$ cat config.mk
export PLATFORM = sky130hd
export DESIGN_NAME = figure_selector
export DESIGN_NICKNAME = d
export VERILOG_FILES = /design/src/rtl/figure_selector_pkg.sv /design/src/rtl/button_debouncer.sv /design/src/rtl/figure_selector.sv
export SDC_FILE = /design/constraint.sdc
export NUM_CORES = 1
export LEC_CHECK = 0
export CORE_MARGIN = 3
export CORE_UTILIZATION = 65
export CTS_CLUSTER_DIAMETER = 40
export CTS_CLUSTER_SIZE = 14
export DETAILED_ROUTE_END_ITERATION = 10
export MAX_ROUTING_LAYER = met4
export PLACE_DENSITY = 0.87
export SYNTH_ARGS = -nofsm -noshare
export SYNTH_HDL_FRONTEND = slang
export SYNTH_HIERARCHICAL = 1
export SYNTH_SLANG_ARGS = --single-unit
export TNS_END_PERCENT = 5
$ cat constraint.sdc
create_clock -name clk -period 6.39 [get_ports clk]
set_input_delay 0.639 -clock clk [delete_from_list [all_inputs] [get_ports clk]]
set_output_delay 0.639 -clock clk [all_outputs]
set_load 0.01 [all_outputs]
$ cat src/rtl/figure_selector_pkg.sv
// Shared figure indices, FSM state type and grid arithmetic helpers for figure_selector.
`default_nettype none

package figure_selector_pkg;

  localparam int GRID_DIM  = 3;
  localparam int NUM_FIGS  = GRID_DIM * GRID_DIM;
  localparam int DBC_CNT_W = 20;
  localparam int NUM_BTNS  = 5;

  localparam logic [3:0] FIG_CIRCLE    = 4'd0;
  localparam logic [3:0] FIG_SQUARE    = 4'd1;
  localparam logic [3:0] FIG_TRIANGLE  = 4'd2;
  localparam logic [3:0] FIG_OVAL      = 4'd3;
  localparam logic [3:0] FIG_RECTANGLE = 4'd4;
  localparam logic [3:0] FIG_DIAMOND   = 4'd5;
  localparam logic [3:0] FIG_HEXAGON   = 4'd6;
  localparam logic [3:0] FIG_PENTAGON  = 4'd7;
  localparam logic [3:0] FIG_STAR      = 4'd8;

  localparam int BTN_RIGHT = 0;
  localparam int BTN_LEFT  = 1;
  localparam int BTN_DOWN  = 2;
  localparam int BTN_UP    = 3;
  localparam int BTN_ENTER = 4;

  typedef enum logic [0:0] {
    BROWSE = 1'b0,
    FULL   = 1'b1
  } state_t;

  function automatic logic [1:0] wrap_inc(input logic [1:0] v);
    return (v == 2'(GRID_DIM - 1)) ? 2'd0 : v + 2'd1;
  endfunction

  function automatic logic [1:0] wrap_dec(input logic [1:0] v);
    return (v == 2'd0) ? 2'(GRID_DIM - 1) : v - 2'd1;
  endfunction

  function automatic logic [3:0] fig_index(input logic [1:0] row, input logic [1:0] col);
    return ({2'b00, row} * 4'(GRID_DIM)) + {2'b00, col};
  endfunction

  function automatic logic [NUM_FIGS-1:0] fig_decode(input logic [3:0] idx);
    return NUM_FIGS'(1) << idx;
  endfunction

endpackage

`default_nettype wire

$ cat src/rtl/button_debouncer.sv
// Two-flop synchronizer, counting debouncer and press-edge detector for one push-button.
`default_nettype none

module button_debouncer
  import figure_selector_pkg::*;
#(
  parameter int DEBOUNCE_CYCLES = 500000
) (
  input  logic clk,
  input  logic rst_n,
  input  logic btn_raw,
  output logic press
);

  localparam logic [DBC_CNT_W-1:0] LAST = DBC_CNT_W'(DEBOUNCE_CYCLES - 1);

  logic                 sync_a;
  logic                 sync_b;
  logic                 level;
  logic [DBC_CNT_W-1:0] count;
  logic                 accept;

  // The count tracks how long the synchronized level has disagreed with the accepted one.
  assign accept = (sync_b != level) && (count == LAST);

  always_ff @(posedge clk or negedge rst_n) begin
    if (!rst_n) begin
      sync_a <= 1'b0;
      sync_b <= 1'b0;
      level  <= 1'b0;
      count  <= '0;
      press  <= 1'b0;
    end else begin
      sync_a <= btn_raw;
      sync_b <= sync_a;
      press  <= accept & sync_b;
      if (sync_b == level) begin
        count <= '0;
      end else if (accept) begin
        count <= '0;
        level <= sync_b;
      end else begin
        count <= count + 1'b1;
      end
    end
  end

endmodule

`default_nettype wire

$ cat src/rtl/figure_selector.sv
// Debounced 3x3 figure-grid cursor with browse / full-screen modes and registered one-hot select.
`default_nettype none

module figure_selector
  import figure_selector_pkg::*;
#(
  parameter int DEBOUNCE_CYCLES = 500000
) (
  input  logic       clk,
  input  logic       rst_n,
  input  logic       btn_up,
  input  logic       btn_down,
  input  logic       btn_left,
  input  logic       btn_right,
  input  logic       btn_enter,
  output logic       circle_select,
  output logic       square_select,
  output logic       triangle_select,
  output logic       oval_select,
  output logic       rectangle_select,
  output logic       diamond_select,
  output logic       hexagon_select,
  output logic       pentagon_select,
  output logic       star_select,
  output logic       full_screen,
  output logic [3:0] cursor
);

  logic [NUM_BTNS-1:0] raw;
  logic [NUM_BTNS-1:0] press;

  assign raw[BTN_RIGHT] = btn_right;
  assign raw[BTN_LEFT]  = btn_left;
  assign raw[BTN_DOWN]  = btn_down;
  assign raw[BTN_UP]    = btn_up;
  assign raw[BTN_ENTER] = btn_enter;

  for (genvar i = 0; i < NUM_BTNS; i++) begin : g_btn
    button_debouncer #(
      .DEBOUNCE_CYCLES(DEBOUNCE_CYCLES)
    ) u_dbc (
      .clk    (clk),
      .rst_n  (rst_n),
      .btn_raw(raw[i]),
      .press  (press[i])
    );
  end

  state_t              state;
  state_t              state_nx;
  logic [1:0]          row;
  logic [1:0]          col;
  logic [1:0]          row_nx;
  logic [1:0]          col_nx;
  logic [NUM_FIGS-1:0] sel;

  // Priority chain: enter > up > down > left > right; arrows are dead in FULL.
  always_comb begin
    state_nx = state;
    row_nx   = row;
    col_nx   = col;
    if (press[BTN_ENTER]) begin
      state_nx = (state == BROWSE) ? FULL : BROWSE;
    end else if (state == BROWSE) begin
      if (press[BTN_UP]) begin
        row_nx = wrap_dec(row);
      end else if (press[BTN_DOWN]) begin
        row_nx = wrap_inc(row);
      end else if (press[BTN_LEFT]) begin
        col_nx = wrap_dec(col);
      end else if (press[BTN_RIGHT]) begin
        col_nx = wrap_inc(col);
      end
    end
  end

  always_ff @(posedge clk or negedge rst_n) begin
    if (!rst_n) begin
      state       <= BROWSE;
      row         <= 2'd0;
      col         <= 2'd0;
      cursor      <= FIG_CIRCLE;
      sel         <= fig_decode(FIG_CIRCLE);
      full_screen <= 1'b0;
    end else begin
      state       <= state_nx;
      row         <= row_nx;
      col         <= col_nx;
      cursor      <= fig_index(row_nx, col_nx);
      sel         <= fig_decode(fig_index(row_nx, col_nx));
      full_screen <= (state_nx == FULL);
    end
  end

  assign circle_select    = sel[FIG_CIRCLE];
  assign square_select    = sel[FIG_SQUARE];
  assign triangle_select  = sel[FIG_TRIANGLE];
  assign oval_select      = sel[FIG_OVAL];
  assign rectangle_select = sel[FIG_RECTANGLE];
  assign diamond_select   = sel[FIG_DIAMOND];
  assign hexagon_select   = sel[FIG_HEXAGON];
  assign pentagon_select  = sel[FIG_PENTAGON];
  assign star_select      = sel[FIG_STAR];

endmodule

`default_nettype wire

# == Word-level counts from Yosys, hierarchy flattened ==
# Cells that the tools add are included.
# totals
out_inout_bits,14
rom_bits,0
ram_bits,0
latchBits,0
in_bits,7
ff_bits,138
memories,0
wordCells,106
# op_classes
n_bitwise,10
reduce_logical,12
order_cmp,0
n_shift,1
multipliers,1
eq_ne,17
div,0
n_addsub,10
muxes,25
# ops
op,n
$mux W20,10
$add A20 B1 Y20 const B,5
$eq A20 B19 Y1 const B,5
$mux W2,14
$reduce_and A2 Y1,5
$shl A1 B4 Y9 const A,1
$and A1 B1 Y1,5
$eq A1 B1 Y1,5
$logic_and A1 B1 Y1,5
$ne A1 B1 Y1,5
$not A1 Y1,5
$add A2 B1 Y2 const B,2
$add A4 B2 Y4,1
$eq A2 B2 Y1 const B,2
$logic_not A2 Y1,2
$mul A2 B2 Y4 const B,1
$sub A2 B1 Y2 const B,2
$mux W1,1

# == Logic depth before layout (Yosys ltp) ==
# depth
ltp_word,10
ltp_mapped,10
mapped_depth_nobuf,10

# == Hierarchy ==
# The synthesis kept the hierarchy.
# modules_own_cells
mod,cells_per_inst,area_each_um2,instances,seq_area_each_um2
button_debouncer,111,1134.8,5,600.6
figure_selector,67,829.5,1,451.7

# == Worst setup path before layout ==
# No wires, ideal clock.
# synth_path
kind,reg2reg
startpoint,register col[0]
endpoint,register sel[4]
slack_ns,3.664
setup_ns,0.086
path_stages_with_launch,10
arrival_time_ns,2.640
t_required_ns,6.304
period_less_slack_ns,2.726
n_path_buf,0
path_cell_list,dfrtp_1 inv_1 ha_1 a22o_1 a22oi_1 fa_1 ha_1 fa_1 nand2b_1 nor3_1
# synth_via
elab_chain_len,10
elab_cells_between_ends,14
cone_classes,3 x add/sub; 1 x eq/ne; 1 x shift; 8 x mux; 1 x reduce/logical
# synth_rtl
element,line,rtl
from (decl),figure_selector.sv:52,logic [1:0] col;
from (signal assigned),figure_selector.sv:88,col <= col_nx;
$add A2 B1 Y2 / $eq A2 B2 Y1 (equally long branches),figure_selector_pkg.sv:33,return (v == 2'(GRID_DIM - 1)) ? 2'd0 : v + 2'd1;
$mux W2,figure_selector_pkg.sv:33,
$mux W2,figure_selector.sv:71,end else if (press[BTN_RIGHT]) begin
$mux W2 *,figure_selector.sv:69,end else if (press[BTN_LEFT]) begin
$mux W2 *,figure_selector.sv:67,end else if (press[BTN_DOWN]) begin
$mux W2 *,figure_selector.sv:65,if (press[BTN_UP]) begin
$mux W2 *,figure_selector.sv:64,end else if (state == BROWSE) begin
$mux W2 *,figure_selector.sv:62,if (press[BTN_ENTER]) begin
net col_nx[1],figure_selector.sv:54,logic [1:0] col_nx;
$add A4 B2 Y4 *,figure_selector_pkg.sv:41,"return ({2'b00, row} * 4'(GRID_DIM)) + {2'b00, col};"
$shl A1 B4 Y9 *,figure_selector_pkg.sv:45,return NUM_FIGS'(1) << idx;
to (signal assigned),figure_selector.sv:83,sel <= fig_decode(FIG_CIRCLE);
to (signal assigned),figure_selector.sv:90,"sel <= fig_decode(fig_index(row_nx, col_nx));"
to (decl),figure_selector.sv:55,logic [NUM_FIGS-1:0] sel;
# The timed path passes the listed nets; every way through them passes the cells marked *.
# A chain may end at the register's enable or synchronous reset.

# == Final worst setup path ==
# Same ends and word-level chain as after synthesis.

==> results.md <==
- Hold Fails Final Rpt: 0
- Worst path required time: roughly 6800 ps
- # Max-Cap Violations: 0
- Netlist cell types: 39
- Average routed wire per standard cell: roughly 17 um
- Synth top cells by count: dfrtp_1 (137), nor2_1 (76), a21oi_1 (36), xnor2_1 (35), nand2_1 (31)
- Seq/Total Area, Yosys: a little over half
- FF-to-FF Start: col[0]
- Final Setup Violations: 0
- Peak VDD IR: between 0.2 and 0.25 mV
- Post-Synthesis Cells: 622
- Cells after DPL: approximately 760
- Register area: around 0.0035 mm^2
- Yosys top cell area share: between 50% and 60%
- Setup CP Type: reg -> reg
- TritonCTS clock tree: done
- Fillcell total: just under 600
- Crit path arrival time: between 3000 and 4000 ps
- FFs w/ async S/R, synth: 100%
- Initial Utilization: just under 70%
- Detailed router's first-iteration violation count: approximately 350
- Max Freq: 0.323 GHz
- Multi-input logic area: about 0.0029 mm^2
- CTS max path bufs: 2
- Leak: 3.01 nW
- Clock transition at path regs: ~60 ps
- Share of cells above drive strength 1: under 10%
- Hold WC Path Type: in -> async
- Worst-Margin Slew: between 700 and 800 ps
- Post-Layout Cell Count: between 700 and 800
- Final min period: roughly 3100 ps
- Clock sink total: about 140
- FF-to-FF setup slack: roughly 3300 ps
- Unrepaired setup endpoints after global routing: no
- Die area: ~0.011 mm^2
- Setup Skew: between 6 and 7 ps
- Power Density: approximately 260 mW/mm^2
- # hold bufs at CTS: 0
- Core Box Area: ~0.0095 mm^2
- Placed cell area: 0.00684 mm^2
- Grt ovf: 0
- Worst Path Max Fanout: 7
- Post-Syn Area: roughly 0.0065 mm^2
- Nets@finish: about 670
- Synth top area cells: dfrtp_1 (53%), xnor2_1 (4.7%), nor2_1 (4.4%)
- Yosys warns: 6
- # diodes: 0
- Largest net degree at the start of global routing: 80
- Syn nets: ~640
- Via count: slightly below 5,000
- Antenna-violating nets left: 0
- Slew Limit Fails: 0
- Final design area excluding fillers: roughly 0.0074 mm^2
- Dominant cell by count in the synthesized netlist: dfrtp_1
- End of the worst register-to-register path: sel[4]
- Ports: 21
- Wire length of the first global-routing pass: around 23,000 um
- Clock Latency Late Sink: roughly 530 ps
- Area Growth Syn to Fin: 14.1%
- CP endpoint kind: flip-flop
- H-Tree Depth: 4
- Die X: between 100 and 150 um
- Setup bufs post-CTS: 0
- GRT Util Overall: 26.5%
- Top_reg_cell synth: dfrtp_1
- DIE HEIGHT: 106 um
- Post-synthesis average cell area: about 10 um^2
- Rows: 35
- Vias in the first global route: a little under 5,000
- Drc violations: 0
- Post-synth EDFFs: 0
- Estimated wirelength of the detail-placed design: 8390 um
- Gpl congestion: 0.847
- Detailed Route WL: 13,500 um
- Fin Setup TNS: 0 ps
- Post_cts resized: 0
- Design Power: 1.90 mW
- Number of CTS-inserted buffers: 17
- Reg2reg path depth: 9
- Initial antenna violation count: 0
- Port Buffers: 20
- DRT Pass-1 Iters: 5
- Largest area contributor in the netlist: dfrtp_1
- Vias per cell: a little over 6
- Synth Register Bits: between 100 and 150
- Slew HR: about half
- Status: finished clean
- Setup crit start kind: flip-flop
- CTS root buffer: clkbuf_8
- Final Cycle Share: slightly below 50%
==> critical path: stages (launching register included) <==
cell      delay (ps)
dfrtp_1          400
inv_1            100
ha_1             310
a22o_1           230
a22oi_1          300
fa_1             500
ha_1             230
fa_1             640
nand2b_1         150
nor3_1           150
==> stage by stage <==
step / setup slack (ps) / hold slack, ps / utilization (%)
detailed placement: 3360 / 339 / 72.3
global route: 3150 / 189 / 78.4
floorplan: 3660 / 331 / -
CTS: 3260 / 159 / 78.4
global placement: 3490 / 338 / 72.3
finish: 3290 / 147 / 78.4
==> layout make-up <==
cell class	count	share of cell area [%]
Inverter	25	1.26
Clock buffer	18	5.63
Clock inverter	14	2.21
Multi-Input combinational cell	444	38.8
Tap cell	129	2.18
Sequential cell	138	46.6
Timing Repair Buffer	26	3.32
==> placed cells by master (no fill, tap or decap), drive strengths merged <==
| cell type | count |
|---|---|
| a21oi | 36 |
| a22o | 1 |
| a22oi | 1 |
| a31oi | 2 |
| a32oi | 1 |
| and2 | 5 |
| and2b | 1 |
| and3b | 5 |
| and4 | 15 |
| buf | 7 |
| bufinv | 2 |
| clkbuf | 18 |
| clkdlybuf4s50 | 19 |
| clkinv | 4 |
| clkinvlp | 3 |
| dfrtp | 137 |
| dfstp | 1 |
| fa | 2 |
| ha | 13 |
| inv | 30 |
| mux2 | 5 |
| nand2 | 31 |
| nand2b | 3 |
| nand3 | 32 |
| nand4 | 30 |
| nor2 | 76 |
| nor2b | 1 |
| nor3 | 20 |
| nor4 | 12 |
| nor4b | 6 |
| o211ai | 1 |
| o21a | 1 |
| o21ai | 17 |
| o221a | 1 |
| o31ai | 25 |
| or3 | 15 |
| or4 | 25 |
| xnor2 | 35 |
| xor2 | 26 |
==> per-layer routing <==
layer / share of wire [%] / vias to the layer above / global-route usage (%)
met5: 0 / - / -
met4: 1.8 / 0 / 9.90
li1: - / 2319 / -
met2: 53 / 137 / 45.4
met1: 41 / 2410 / 30.8
met3: 3.9 / 29 / 5.95
==> cells by family after synthesis <==
family                   after synthesis  synth area share (%)
multiplexers                           5                 0.866
flip-flops                           138                  53.1
AND/OR/NAND/NOR                      277                  23.8
XOR/XNOR                              61                  8.21
AO/OA/AOI/OAI                         86                  8.33
adder cells (fa/ha/maj)               15                  3.12
buffers and inverters                 40                  2.60
==> registers in the layout, indices dropped and copies added, names as in the netlist <==
name,cells
col,2
sel,9
g_btn.u_dbc/count,100
row,2
state,1
cursor,4
g_btn.u_dbc/press,5
g_btn.u_dbc/sync_b,5
g_btn.u_dbc/level,5
g_btn.u_dbc/sync_a,5
==> how the worst max path moves through the flow <==
stage          endpoint            startpoint  cells after the start
2_1_floorplan    sel[4]                col[0]                      9
3_3_place_gp     sel[4]                col[0]                      9
3_5_place_dp     sel[4]  g_btn[2].u_dbc/press                      8
4_1_cts          sel[4]                col[0]                      9
5_1_grt          sel[4]                col[0]                      9
6_report         sel[4]                col[0]                      9
==> where the power goes <==
group	total (mW)	internal, mW	switching (mW)	leakage (nW)
sequential	0.896	0.885	0.0112	1.89
clock	0.954	0.565	0.389	0.275
combinational	0.0517	0.0153	0.0365	0.849
total	1.90	1.46	0.437	3.01
Note: power is estimated with default switching activity, not from simulation.
